<file path="config.mk">
export PLATFORM = sky130hd
export DESIGN_NAME = sprite_row_fetcher
export DESIGN_NICKNAME = d
export VERILOG_FILES = /design/src/rtl/sprite_row_fetcher.sv
export SDC_FILE = /design/constraint.sdc
export NUM_CORES = 1
export LEC_CHECK = 0
export CAP_MARGIN = 15
export CORE_MARGIN = 2
export CORE_UTILIZATION = 55
export CTS_BUF_LIST = sky130_fd_sc_hd__clkbuf_4
export DETAILED_ROUTE_END_ITERATION = 12
export GPL_TIMING_DRIVEN = 0
export PLACE_DENSITY = 0.78
export SYNTH_ARGS = -nofsm -noshare
export SYNTH_HDL_FRONTEND = slang
export SYNTH_SLANG_ARGS = --single-unit
</file>
<file path="constraint.sdc">
create_clock -name Clk -period 5.3 [get_ports Clk]
set_input_delay 1.06 -clock Clk [delete_from_list [all_inputs] [get_ports Clk]]
set_output_delay 1.06 -clock Clk [all_outputs]
set_load 0.005 [all_outputs]
</file>
<file path="src/rtl/sprite_row_fetcher.sv">
// Prefetches one sprite row from ROM into a line buffer when a scanline starts,
// then serves registered, colour-keyed pixels for the current DrawX.
module sprite_row_fetcher #(
    parameter int          SPRITE_W  = 16,
    parameter int          SPRITE_H  = 16,
    parameter logic [23:0] KEY_COLOR = 24'hFF00FF
) (
    input  logic        Clk,
    input  logic        Reset,
    input  logic        line_start,
    input  logic [9:0]  line_y,
    input  logic [9:0]  sprite_x,
    input  logic [9:0]  sprite_y,
    input  logic        flip_h,
    output logic [7:0]  rom_addr,
    input  logic [23:0] rom_data,
    input  logic [9:0]  DrawX,
    output logic        busy,
    output logic        ready,
    output logic        overrun,
    output logic        pixel_on,
    output logic [23:0] pixel_rgb
);

    localparam int CW = $clog2(SPRITE_W);

    typedef enum logic [1:0] {S_IDLE, S_FETCH, S_DRAIN, S_READY} state_t;

    state_t          r_state;
    state_t          w_state_nxt;
    logic [CW-1:0]   r_col;
    logic [3:0]      r_row;
    logic            r_row_hit;
    logic [9:0]      r_sprite_x;
    logic            r_flip;
    logic            r_overrun;
    logic            r_pixel_on;
    logic [23:0]     r_pixel_rgb;
    logic [23:0]     r_buf [SPRITE_W];

    logic [10:0]     w_row;
    logic            w_row_ok;
    logic            w_accept;
    logic            w_last;
    logic [10:0]     w_dx;
    logic            w_dx_ok;
    logic [CW-1:0]   w_idx;
    logic [23:0]     w_texel;
    logic            w_draw;

    // Row offset is signed: a scanline above the sprite shows up as bit 10 set.
    assign w_row    = {1'b0, line_y} - {1'b0, sprite_y};
    assign w_row_ok = !w_row[10] && (w_row < 11'(SPRITE_H));
    assign w_accept = line_start && ((r_state == S_IDLE) || (r_state == S_READY));
    assign w_last   = (r_col == CW'(SPRITE_W - 1));

    assign rom_addr = (r_state == S_FETCH) ? {r_row, r_col} : 8'h00;
    assign busy     = (r_state == S_FETCH) || (r_state == S_DRAIN);
    assign ready    = (r_state == S_READY);
    assign overrun  = r_overrun;
    assign pixel_on = r_pixel_on;
    assign pixel_rgb = r_pixel_rgb;

    // State register
    always_ff @(posedge Clk or posedge Reset) begin
        if (Reset) begin
            r_state <= S_IDLE;
        end else begin
            r_state <= w_state_nxt;
        end
    end

    // Next-state logic
    always_comb begin
        w_state_nxt = r_state;
        case (r_state)
            S_IDLE, S_READY: begin
                if (line_start) begin
                    w_state_nxt = w_row_ok ? S_FETCH : S_READY;
                end else begin
                    w_state_nxt = r_state;
                end
            end
            S_FETCH: begin
                if (w_last) begin
                    w_state_nxt = S_DRAIN;
                end else begin
                    w_state_nxt = S_FETCH;
                end
            end
            S_DRAIN: w_state_nxt = S_READY;
            default: w_state_nxt = S_IDLE;
        endcase
    end

    // Request latching, column counter and overrun pulse
    always_ff @(posedge Clk or posedge Reset) begin
        if (Reset) begin
            r_col      <= '0;
            r_row      <= 4'h0;
            r_row_hit  <= 1'b0;
            r_sprite_x <= 10'd0;
            r_flip     <= 1'b0;
            r_overrun  <= 1'b0;
        end else begin
            r_overrun <= line_start && ((r_state == S_FETCH) || (r_state == S_DRAIN));
            if (w_accept) begin
                r_sprite_x <= sprite_x;
                r_flip     <= flip_h;
                r_row      <= w_row[3:0];
                r_row_hit  <= w_row_ok;
                r_col      <= '0;
            end else if (r_state == S_FETCH) begin
                r_col <= r_col + 1'b1;
            end
        end
    end

    // Line buffer: ROM data lags its address by one cycle, so it lands in col-1.
    // Contents are left unreset; r_row_hit gates any stale data.
    always_ff @(posedge Clk) begin
        if ((r_state == S_FETCH) && (r_col != '0)) begin
            r_buf[r_col - 1'b1] <= rom_data;
        end else if (r_state == S_DRAIN) begin
            r_buf[SPRITE_W-1] <= rom_data;
        end
    end

    // Pixel lookup: dx outside 0..SPRITE_W-1 (including negative) never draws.
    assign w_dx    = {1'b0, DrawX} - {1'b0, r_sprite_x};
    assign w_dx_ok = (w_dx[10:CW] == '0);
    assign w_idx   = r_flip ? ~w_dx[CW-1:0] : w_dx[CW-1:0];
    assign w_texel = r_buf[w_idx];
    assign w_draw  = (r_state == S_READY) && r_row_hit && w_dx_ok && (w_texel != KEY_COLOR);

    // Registered pixel output
    always_ff @(posedge Clk or posedge Reset) begin
        if (Reset) begin
            r_pixel_on  <= 1'b0;
            r_pixel_rgb <= 24'h000000;
        end else begin
            r_pixel_on  <= w_draw;
            r_pixel_rgb <= w_draw ? w_texel : 24'h000000;
        end
    end

endmodule

</file>
==> reports/qor.txt <==
Post-CTS Resized: 0
Post-synth ARST share: 11.11%
share of layout cells above drive strength 1: 31.65%
max-slew violations: 0
data required time at the worst endpoint: 5.90 ns
Slew HR: 21.45%
H-tree levels: 3
final worst-path cycle share: 96.88%
PortBufs: 103
Die Ht: 193.6 µm
commonest non-fill, non-tap cells in the layout: edfxtp_1 (384), mux4_2 (170), clkbuf_4 (164)
Post-Route WL: 49.83 mm
Overflow after GRT: 0
gr usage total: 27.00%
Seq/Total Area, Yosys: 64.38%
Least-Margin Pin Slew: 1.149 ns
Avg Cell Area, Syn: 18.25 µm²
detailed-route via count: 12160
# setup viols final: 0
Mapped Cells: 1084
TritonCTS Sinks: 432
clock root cell: clkbuf_4
crit-path max cell delay: 1.01 ns
clk_skew: 0.05446 ns
multi-input logic area: 0.006653 mm²
Post-synth EDFFs: 384
core area: 0.03548 mm²
Hold-fix buffers, CTS: 0
Row Count: 69
Starting DRT DRC Count: 1481
NumNets Final: 1408
post-DP HPWL: 33.27 mm
maximum VDD drop: 0.3400 mV
Post-Synthesis Cell Area: 0.01978 mm²
Final Hold Viols: 0
Hold Crit Class: flop to flop
YS warnings: 0
kind of critical path: primary input to flop
largest net degree at the start of global routing: 41
Placed Cells: 1665
Initial Util: 55.74%
critical path's slowest cell: a2111oi_0
leading cell type in the layout, fill and taps excluded: edfxtp_1
GPL Wtd Cong: 0.8999
antenna violations before repair: 2
Clock Latency Late Sink: 0.78 ns
CP cell instances: clkdlybuf4s50_1 > inv_1 > ha_1 > buf_6 > buf_4 > buf_4 > buf_2 > mux4_2 > nor4bb_1 > a2111oi_0 > nor4_1 > nand4b_1 > o31ai_4 > buf_4 > nor4_1
CP endpoint kind: flop
vias in the first global route: 12470
CP Max Fanout: 10
Static Leak: 7.980 nW
RSZ-0062 raised after global routing: false
TritonCTS clock tree: done
MaxCap Viol Count: 0
Finished Layout Cells: 1866
global-route wire length before repair: 74.89 mm
CTS Buf Count: 106
Peak Freq: 194.8 MHz
setup bufs post-CTS: 0
synthesized flop and latch total: 432
Routed Antenna Nets: 0
Yosys cell types: 61
Pwr per Cell Area: 616.4 mW/mm²
worst setup margin: 0.1653 ns
CP top delay family: buffers and inverters
number of remaining DRC errors: 0
Most used DFF post-synth: edfxtp_1
syn nets: 1179
CP Launch Type: primary input
pre-CTS WS: -0.4005 ns
min Tclk post-route: 5.135 ns
Fillers: 2312
Longest Clk Path Bufs: 3
die area: 0.03749 mm²
Worst Path Buf+Inv: 7
die extent in x: 193.6 µm
Reg area: 0.01273 mm²
crit-path most repeated cell: buf_4
Worst-path clk slew: 0.07 ns
IO Count: 104
layout overhead on the synthesized area: 17.94%
Pre-Repair DR Iteration Count: 7
drt wl/cell: 26.70 µm
status: finished, final reports clean
via/cell ratio: 6.517
Worst Path Arrival: 5.74 ns
## cell type report
| type | count | share of cell area, % |
|---|---|---|
| sequential | 432 | 54.58 |
| multi-input combinational | 553 | 28.52 |
| timing repair buffer | 121 | 6.093 |
| clock buffer | 164 | 5.278 |
| tap | 461 | 2.473 |
| buffer | 64 | 1.636 |
| clock inverter | 34 | 0.8314 |
| inverter | 35 | 0.5632 |
| antenna | 2 | 0.02146 |
## sequential cells by signal, summed over array words and instances, names as in the netlist
| signal | flops |
|---|---|
| r_state | 2 |
| pixel_rgb | 24 |
| pixel_on | 1 |
| overrun | 1 |
| r_buf | 384 |
| r_row_hit | 1 |
| r_flip | 1 |
| r_col | 4 |
| r_sprite_x | 10 |
| r_row | 4 |
## cells in the mapped netlist (2+ instances only)
master | count | share of area [%]
a2111oi_0 | 5 | 0.22
a2111oi_2 | 2 | 0.15
a211oi_1 | 16 | 0.61
a21boi_0 | 2 | 0.076
a21o_1 | 7 | 0.27
a21oi_1 | 12 | 0.30
a221oi_1 | 2 | 0.089
a311oi_1 | 7 | 0.31
a31oi_1 | 5 | 0.16
and2_1 | 10 | 0.32
and3_1 | 21 | 0.66
buf_1 | 2 | 0.038
buf_2 | 23 | 0.58
buf_4 | 13 | 0.49
buf_6 | 7 | 0.40
clkbuf_1 | 18 | 0.34
dfrtp_1 | 48 | 6.1
edfxtp_1 | 384 | 58
fa_1 | 2 | 0.20
ha_1 | 25 | 1.6
inv_1 | 35 | 0.66
mux2_2 | 4 | 0.23
mux2i_1 | 31 | 1.6
mux4_1 | 2 | 0.27
mux4_2 | 170 | 19
nand2_1 | 35 | 0.66
nand2b_1 | 3 | 0.095
nand3_1 | 28 | 0.71
nand4_1 | 2 | 0.063
nand4b_1 | 5 | 0.22
nor2_1 | 51 | 0.97
nor2b_1 | 4 | 0.13
nor3_1 | 23 | 0.58
nor4_1 | 11 | 0.35
nor4bb_1 | 4 | 0.20
o2111a_1 | 2 | 0.11
o21ai_0 | 26 | 0.66
o31ai_1 | 3 | 0.11
or2_2 | 2 | 0.063
xnor2_1 | 6 | 0.27
xnor2_2 | 2 | 0.16
xor2_1 | 3 | 0.13
xor2_2 | 3 | 0.25
## worst register-to-register path, delay by kind of cell (launching register included)
family,cells,cell delay (ns)
buffers and inverters,5,1.36
AO/OA/AOI/OAI,2,1.13
AND/OR/NAND/NOR,4,1.01
multiplexers,1,0.40
flip-flops,1,0.38
adder cells (fa/ha/maj),1,0.31
## per-stage QoR
| stage | hold slack, ns | setup TNS (ns) | instance area, µm² | total power [mW] | util (%) |
|---|---|---|---|---|---|
| floorplan | 0.4409 | 0 | 19780 | 9.344 | - |
| global placement | 0.4582 | -1.651 | 21390 | 11.21 | 60.27 |
| detailed placement | 0.4685 | -2.920 | 21890 | 11.51 | 61.69 |
| CTS | 0.4834 | 0 | 23320 | 14.33 | 65.71 |
| global route | 0.5015 | 0 | 23320 | 14.99 | 65.73 |
| finish | 0.4807 | 0 | 23330 | 14.38 | 65.74 |
## per-layer routing
metal  part of all wire [%]  GRT usage (%)
met2                     46          40.60
met5                  0.026              0
met1                     38          37.11
met3                     11          6.836
met4                    4.5          13.91
## logic make-up after synthesis
| logic type | after synthesis | share of synthesized area (%) |
|---|---|---|
| flip-flops | 432 | 64.38 |
| multiplexers | 207 | 21.42 |
| AND/OR/NAND/NOR | 207 | 5.390 |
| buffers and inverters | 99 | 2.594 |
| AO/OA/AOI/OAI | 97 | 3.486 |
| adder cells (fa/ha/maj) | 27 | 1.784 |
| XOR/XNOR | 15 | 0.9490 |
## final timing paths
check | startpoint | end | cells past startpoint | slack [ns]
worst max-delay path | DrawX[0] | pixel_rgb[23] | 15 | 0.17
worst min-delay path | r_row[2] | r_row[2] | 2 | 0.48
worst max register to register | r_sprite_x[0] | pixel_rgb[23] | 13 | 0.58
worst min register to register | r_row[2] | r_row[2] | 2 | 0.48
max in group asynchronous | Reset | pixel_rgb[10] | 3 | 4.20
min in group asynchronous | Reset | pixel_rgb[19] | 2 | 0.55
## report_power, final
group	switching, mW	leakage (nW)	internal, mW
clock network	1.32	0.842	1.51
logic	4.02	3.04	3.28
registers	0.140	4.10	4.11
total	5.47	7.98	8.90
No activity file was read; power rests on OpenSTA's default activity.
